## src/rtl/wb_write_arbiter.sv

```systemverilog
// ---------------------------------------------------------------------------
// wb_write_arbiter
//
// Merges the in-order W-stage result (primary, never stalled) and
// out-of-order long-latency results (secondary, valid/ready) onto the single
// general register file write port. Secondary results wait in a small FIFO
// until the primary leaves a free slot. Per-register pending status lets
// decode stall reads of registers still waiting in the FIFO.
//
// Ports:
//   Clk, Reset           clock, synchronous active-high reset
//   PWe, PRd, PData      primary write request (PRd==0 means no request)
//   SValid, SRd, SData   secondary result, accepted when SValid && SReady
//   SReady               FIFO can accept a secondary result this cycle
//   QRs1/2, QBusy1/2     query: register has a live FIFO entry pending
//   RegWrite, RD, WData  registered GRF write port (1-cycle latency)
//   Count                FIFO occupancy, live plus killed entries
// ---------------------------------------------------------------------------
module wb_write_arbiter #(
    parameter int DEPTH = 4,
    parameter int AW    = 2
) (
    input  logic          Clk,
    input  logic          Reset,
    input  logic          PWe,
    input  logic [4:0]    PRd,
    input  logic [31:0]   PData,
    input  logic          SValid,
    input  logic [4:0]    SRd,
    input  logic [31:0]   SData,
    output logic          SReady,
    input  logic [4:0]    QRs1,
    input  logic [4:0]    QRs2,
    output logic          QBusy1,
    output logic          QBusy2,
    output logic          RegWrite,
    output logic [4:0]    RD,
    output logic [31:0]   WData,
    output logic [AW:0]   Count
);

    localparam logic [AW:0] FULL = (AW+1)'(DEPTH);

    logic [4:0]       fifo_rd   [DEPTH];
    logic [31:0]      fifo_data [DEPTH];
    logic [DEPTH-1:0] fifo_live;
    logic [DEPTH-1:0] live_nxt;
    logic [AW-1:0]    head;
    logic [AW-1:0]    tail;
    logic [AW:0]      count;

    logic             vld_p1;
    logic [4:0]       rd_p1;
    logic [31:0]      wdata_p1;

    logic             prim_sel;
    logic             head_valid;
    logic             head_live;
    logic             sec_sel;
    logic             pop;
    logic             push;
    logic             busy1;
    logic             busy2;

    assign prim_sel   = PWe && (PRd != 5'd0);
    assign head_valid = (count != '0);
    assign head_live  = head_valid && fifo_live[head];
    assign sec_sel    = !prim_sel && head_live;
    // A killed head always drains; a live head only drains when it wins the port.
    assign pop        = head_valid && (!prim_sel || !head_live);
    // No push-through while full, even if the head pops this cycle.
    assign SReady     = !Reset && (count != FULL);
    assign push       = SValid && SReady && (SRd != 5'd0);

    always_comb begin
        busy1 = 1'b0;
        busy2 = 1'b0;
        for (int i = 0; i < DEPTH; i++) begin
            if (fifo_live[i] && (fifo_rd[i] == QRs1)) busy1 = 1'b1;
            if (fifo_live[i] && (fifo_rd[i] == QRs2)) busy2 = 1'b1;
        end
    end

    assign QBusy1 = busy1 && (QRs1 != 5'd0);
    assign QBusy2 = busy2 && (QRs2 != 5'd0);

    // Live-bit update: WAW kill of older entries first, then pop, then the
    // push, so an entry enqueued alongside a same-register primary stays live.
    always_comb begin
        live_nxt = fifo_live;
        for (int i = 0; i < DEPTH; i++) begin
            if (prim_sel && (fifo_rd[i] == PRd)) live_nxt[i] = 1'b0;
        end
        if (pop)  live_nxt[head] = 1'b0;
        if (push) live_nxt[tail] = 1'b1;
    end

    // FIFO payload storage (data only, not reset)
    always_ff @(posedge Clk) begin
        if (push) begin
            fifo_rd[tail]   <= SRd;
            fifo_data[tail] <= SData;
        end
    end

    // ---- stage p0 -> p1 : arbitration and GRF write register ----
    always_ff @(posedge Clk) begin
        if (Reset) begin
            head      <= '0;
            tail      <= '0;
            count     <= '0;
            fifo_live <= '0;
            vld_p1    <= 1'b0;
            rd_p1     <= 5'd0;
            wdata_p1  <= 32'd0;
        end else begin
            fifo_live <= live_nxt;
            if (pop)  head <= head + AW'(1);
            if (push) tail <= tail + AW'(1);
            count <= count + (AW+1)'(push) - (AW+1)'(pop);
            if (prim_sel) begin
                vld_p1   <= 1'b1;
                rd_p1    <= PRd;
                wdata_p1 <= PData;
            end else if (sec_sel) begin
                vld_p1   <= 1'b1;
                rd_p1    <= fifo_rd[head];
                wdata_p1 <= fifo_data[head];
            end else begin
                vld_p1   <= 1'b0;
            end
        end
    end

    assign RegWrite = vld_p1;
    assign RD       = rd_p1;
    assign WData    = wdata_p1;
    assign Count    = count;

endmodule

```

## config.mk

```make
export PLATFORM = sky130hd
export DESIGN_NAME = wb_write_arbiter
export DESIGN_NICKNAME = d
export VERILOG_FILES = /design/src/rtl/wb_write_arbiter.sv
export SDC_FILE = /design/constraint.sdc
export NUM_CORES = 1
export LEC_CHECK = 0
export BUFFER_PORTS_ARGS = -buffer_cell sky130_fd_sc_hd__buf_4
export CORE_MARGIN = 5
export CORE_UTILIZATION = 45
export CTS_BUF_LIST = sky130_fd_sc_hd__clkbuf_4 sky130_fd_sc_hd__clkbuf_8 sky130_fd_sc_hd__clkbuf_16
export DETAILED_ROUTE_END_ITERATION = 10
export GPL_ROUTABILITY_DRIVEN = 0
export PLACE_DENSITY_LB_ADDON = 0.25
export SLEW_MARGIN = 0
export SYNTH_ARGS = -nofsm -noshare
export SYNTH_HDL_FRONTEND = slang
export SYNTH_SLANG_ARGS = --single-unit
```

## constraint.sdc

```tcl
create_clock -name Clk -period 3.29 [get_ports Clk]
set_input_delay 0.4935 -clock Clk [delete_from_list [all_inputs] [get_ports Clk]]
set_output_delay 0.4935 -clock Clk [all_outputs]
set_load 0.05 [all_outputs]
```

==> results of run 1 <==
-- synthesized netlist by cell type --
cell type,count
nand2b_2,1
mux4_2,38
nand3_1,8
a222oi_1,1
fa_1,1
nor3_1,37
or4_1,3
mux2i_1,6
buf_1,2
xnor2_1,19
edfxtp_1,148
inv_1,8
and2_1,5
o211a_1,1
or2_1,1
nand4_1,6
nand2_2,1
a21oi_4,1
ha_1,10
o22ai_1,32
nor2_1,47
o41a_1,1
clkbuf_1,24
nor2b_1,1
nor4_1,8
xor2_1,45
buf_4,4
a41o_1,4
buf_2,9
a211oi_1,4
dfxtp_1,51
o21a_1,2
nand2b_1,1
a21oi_1,1
o41ai_4,1
nand2_1,4
-- per-stage QoR --
step,area (um2),utilization [%],cells,setup slack [ns],hold slack (ns)
floorplan,8255,-,536,0.2186,0.5035
global placement,9420,52.26,864,0.3513,0.4974
detailed placement,9420,52.26,864,0.2960,0.5088
CTS,10000,55.50,896,0.6084,0.2452
global route,10000,55.50,896,0.4307,0.2462
finish,10000,55.50,896,0.6172,0.2649
-- critical path: cells and delay by family (launching register included) --
kind	cells	cell delay, ns
AOI/OAI and AO/OA	1	0.27
xor gates and xnor gates	2	0.32
adders and majority gates	3	0.78
buffers and inverters	2	0.10
DFF	1	0.44
muxes	1	0.58
and+or+nand+nor	1	0.06
-- layout make-up --
cell class	instances	area [um2]
fill	1489	8021
timing repair buffer	138	1049
clock inverter	12	116.4
inverter	8	30.03
sequential	199	5468
multi-input combinational	290	2587
clock buffer	20	466.7
tap	229	286.5
-- worst paths after layout --
path / end / from
worst max register to register: Count[2] / head[0]
worst max-delay path: Count[2] / head[0]
worst min-delay path: fifo_data[0][9] / SData[9]
worst min register to register: WData[20] / WData[20]
-- cell families (layout without fill, tap and decap cells) --
logic type      Yosys count  in the layout
compound gates           48             48
xor+xnor                 64             64
fa+ha+maj                11             11
buf+inv                  47            178
flops                   199            199
mux                      44             44
simple gates            123            123
-- power by group --
group	total (mW)	switching (mW)	internal, mW
registers	3.06	0.152	2.90
logic	1.88	1.06	0.814
clock network	2.02	0.906	1.12
total	6.95	2.12	4.83
-- flip-flops by register name, indices dropped and copies added, names as in the netlist, named ones only --
name / cells
Count: 3
fifo_rd: 20
WData: 32
head: 2
RegWrite: 1
tail: 2
fifo_data: 128
fifo_live: 4
RD: 5
-- layer usage --
metal | wire, um | GRT usage [%]
met2 | 9525 | 30.56
met3 | 1004 | 4.298
met5 | 0 | 0
met1 | 7637 | 21.46
met4 | 366 | 6.390
==> qor.txt, run 1 <==
setup tns final - 0 ns
Nets - 753
worst-path maximum fanout - 7
Slew HR - 29.44%
Via Count - 4973
CTS tree - yes
DR DRC count - 0
XOR/XNOR share of the synthesized area - 6.797%
DP Wirelength - 12420 um
outcome - finished, final reports clean
# resized after CTS - 0
leakage - 3.634 nW
VDD IR-drop max - 0.4065 mV
first-pass GRT wire length - 29030 um
Synth top area share - 53.89%
Root Buffer - clkbuf_16
Yosys reg bits - 199
H-tree Lvls - 4
CTS sink cnt - 199
layout cell share with drive strength beyond 1 - 32.83%
post-synthesis cell count - 536
Clock transition at path regs - 0.07 ns
Final Hold Viols - 0
vias in the first global route - 5297
per-cell routed wire length - 20.68 um
Seq/Total Area, Yosys - 66.27%
compound-cell area share of the yosys netlist - 4.430%
overall die area - 21130 um2
port bufs - 131
n_diodes - 0
worst r2r path cells - 10
peak per-stage delay on the critical path - 0.58 ns
Max Clock Skew - 0.009807 ns
DR iter-0 viols - 315
1st-pass router iterations - 5
Yosys top cell by area - edfxtp_1
fmax - 374.1 MHz
commonest non-fill, non-tap cell in the layout - edfxtp_1
commonest cells after routing, fill and taps aside - edfxtp_1, buf_4, dfxtp_1
Row Count - 49
worst-path cell chain - mux4_2, a21oi_4, ha_1, inv_1, ha_1, inv_1, fa_1, xor2_1, xnor2_1, nor2_1
area delta synth->final - 21.30%
Post-Synth Adder-Cell Area - 1.760%
Max Cap Viol - 0
Die Span X - 145.4 um
area of the core - 18020 um2
worst-skew pair later-pin latency - 0.43 ns
unrepaired setup endpoints after global routing - false
largest cells by area after synthesis - edfxtp_1, dfxtp_1, mux4_2
Power Density - 695.2 nW/um2
Worst Setup Path Type - reg2reg
Worst Setup End Kind - register
initial antenna violation count - 0
largest net degree at the start of global routing - 49
initial cell density of the core - 45.75%
Cell Area, Synth - 8247 um2
Worst Path Arrival - 2.97 ns
average size of a mapped cell - 15.39 um2
Crit-path slowest cell - mux4_2
WP data required - 3.59 ns
fin crit share - 81.24%
grt total ovfl - 0
largest family of logic cells by synthesized area - multiplexers
worst-case clock buffer depth - 2
Hold Crit Depth - 1
DRT antenna net count - 0
setup bufs post-CTS - 0
Hold/Removal Path Class - in2reg
post-synthesis mux area share - 11.11%
DR vias/cell - 5.550
startpoint types - register
Least-Margin Pin Slew - 1.058 ns
Final Setup Violations - 0
Post-Synth Simple-Gate Area - 7.176%
io pins - 132
Reg2Reg Setup Slack - 0.62 ns
# hold bufs at CTS - 0
Die Height - 145.4 um
drt total wl - 18530 um
Final min period - 2.673 ns
Total Routing Usage GR - 17.61%
total power - 6.954 mW
Synth cell types - 36
Yosys warnings - 0
syn nets - 635
Max Slew Vio Count - 0
clock buffer count from CTS - 17
Power figures use the tool's default switching activity.
==> run 2, diff against run 1 <==
Clock period 3.29 ns to 2.5 ns, I/O delays scaled along.
==> run 2 against run 1 <==
Via count is 2.9% higher. Sequential share of layout area is 2.0 points lower. Total power increased by 35%. Critical path type is now reg2out. Critical endpoint is now QBusy1.
==> qor.txt, run 2 (synthesized netlist as in run 1, its figures left out) <==
Worst Setup End Kind - primary output
Final min period - 2.461 ns
1st-pass router iterations - 4
port bufs - 131
Max Clock Skew - 0.009742 ns
leakage - 3.842 nW
Total Routing Usage GR - 18.07%
Biggest register - fifo_data
# hold bufs at CTS - 0
Final Hold Viols - 0
outcome - finished, final reports clean
startpoint types - register
min setup slack post-route - 0.03911 ns
io pins - 132
Via Count - 5119
DR DRC count - 0
DR iter-0 viols - 340
Final Setup Violations - 0
Power Density - 900.3 nW/um2
Hold/Removal Path Class - in2reg
commonest non-fill, non-tap cell in the layout - buf_4
routing usage on met3 - 4.734%
overall die area - 21130 um2
CTS sink cnt - 199
post-route insts no fill - 931
n_diodes - 0
Sw Ratio - 31.07%
Gate power share - 27.7%
met1 usage in global routing - 22.94%
H-tree Lvls - 4
Die Span X - 145.4 um
DP Wirelength - 12970 um
DR vias/cell - 5.498
vias in the first global route - 5363
VDD IR-drop max - 0.5812 mV
clock buffer count from CTS - 17
Worst Setup Path Type - reg2out
Least-Margin Pin Slew - 0.5642 ns
sequential share of power - 43.2%
Worst Path Arrival - 2.09 ns
area of the core - 18020 um2
total power - 9.361 mW
area delta synth->final - 26.08%
CTS tree - yes
initial cell density of the core - 45.75%
Die Height - 145.4 um
sw power - 2.908 mW
initial antenna violation count - 0
Root Buffer - clkbuf_16
fin crit share - 98.44%
Max Slew Vio Count - 0
Hold WS - 0.1392 ns
largest net degree at the start of global routing - 48
Reg2Reg Setup Slack - 0.13 ns
DRT antenna net count - 0
P_int - 6.452 mW
Nets - 788
commonest cells after routing, fill and taps aside - buf_4, edfxtp_1, dfxtp_1, nor2_1, xor2_1
drt total wl - 18930 um
worst-skew pair later-pin latency - 0.43 ns
grt total ovfl - 0
Max Cap Viol - 0
total placed cells including tap cells - 887
worst-path maximum fanout - 4
grt peak-use layer - met2
grt met2 use - 30.65%
Clock transition at path regs - 0.07 ns
layout cell share with drive strength beyond 1 - 37.32%
worst-case clock buffer depth - 2
WP data required - 2.12 ns
fmax - 406.4 MHz
max FFs per register - 128
unrepaired setup endpoints after global routing - false
dpl ws - -0.2017 ns
clock share of power - 29.1%
Row Count - 49
first-pass GRT wire length - 29880 um
per-cell routed wire length - 20.34 um
Slew HR - 62.39%
[run 2: changes by cell type in the layout (fill, tap and decap cells not counted), sizes merged]
cell	change
inv	+6
buf	+35
clkbuf	-2
clkinv	-2
clkinvlp	-2
[run 2: per-stage QoR]
stage / cell area (um2) / utilization [%] / setup TNS, ns
final: 10400 / 57.68 / 0
after global routing: 10400 / 57.68 / 0
after global placement: 9671 / 53.65 / -0.1743
after CTS: 10280 / 57.05 / 0
after floorplan: 8283 / - / -0.1666
after detailed placement: 9671 / 53.65 / -0.2547
[run 2: critical path, cell delays in order, from the launching register on]
cell and delay, ns:
edfxtp_1 0.50, xor2_1 0.21, nor4_2 0.37, nand3_1 0.13, nand4_1 0.13, o21a_1 0.15, buf_6 0.15
[run 2: routing by layer]
layer / wire (um) / vias to the layer above / share of wire [%]
met2: 9695 / 170 / 51
li1: - / 2351 / -
met4: 375 / 0 / 2.0
met5: 0 / - / 0
met3: 1134 / 35 / 6.0
met1: 7729 / 2563 / 41
[run 2: worst paths after layout]
| check | endpoint | startpoint | cells past startpoint |
|---|---|---|---|
| max | QBusy1 | fifo_rd[0][1] | 6 |
| min | fifo_data[2][29] | SData[29] | 1 |
| max reg2reg | Count[2] | head[0] | 10 |
| min reg2reg | RD[3] | RD[3] | 2 |
[run 2: area by class of cell]
cell class              count  area [um2]
clock buffers              18       439.2
clock inverters            14       155.1
fillers                  1422        7627
inverters                   8       30.03
multi-input cells         290        2635
flip-flops and latches    199        5470
well taps                 229       286.5
repair buffers            173        1381
[run 2: power groups by stage]
stage	registers (mW)	clock network, mW	logic (mW)
after CTS	4.05	2.79	2.61
final	4.04	2.72	2.59
after detailed placement	4.12	0	2.59
after global placement	4.11	0	2.56
after global routing	4.08	2.93	2.80
after floorplan	4.43	0	1.45
[run 2: repair_timing]
item / in CTS / in global routing
setup buffers: 0 / 12
resized for setup: 3 / 4
endpoints found under the setup margin: 2 / 2
pin swaps: 1 / 7
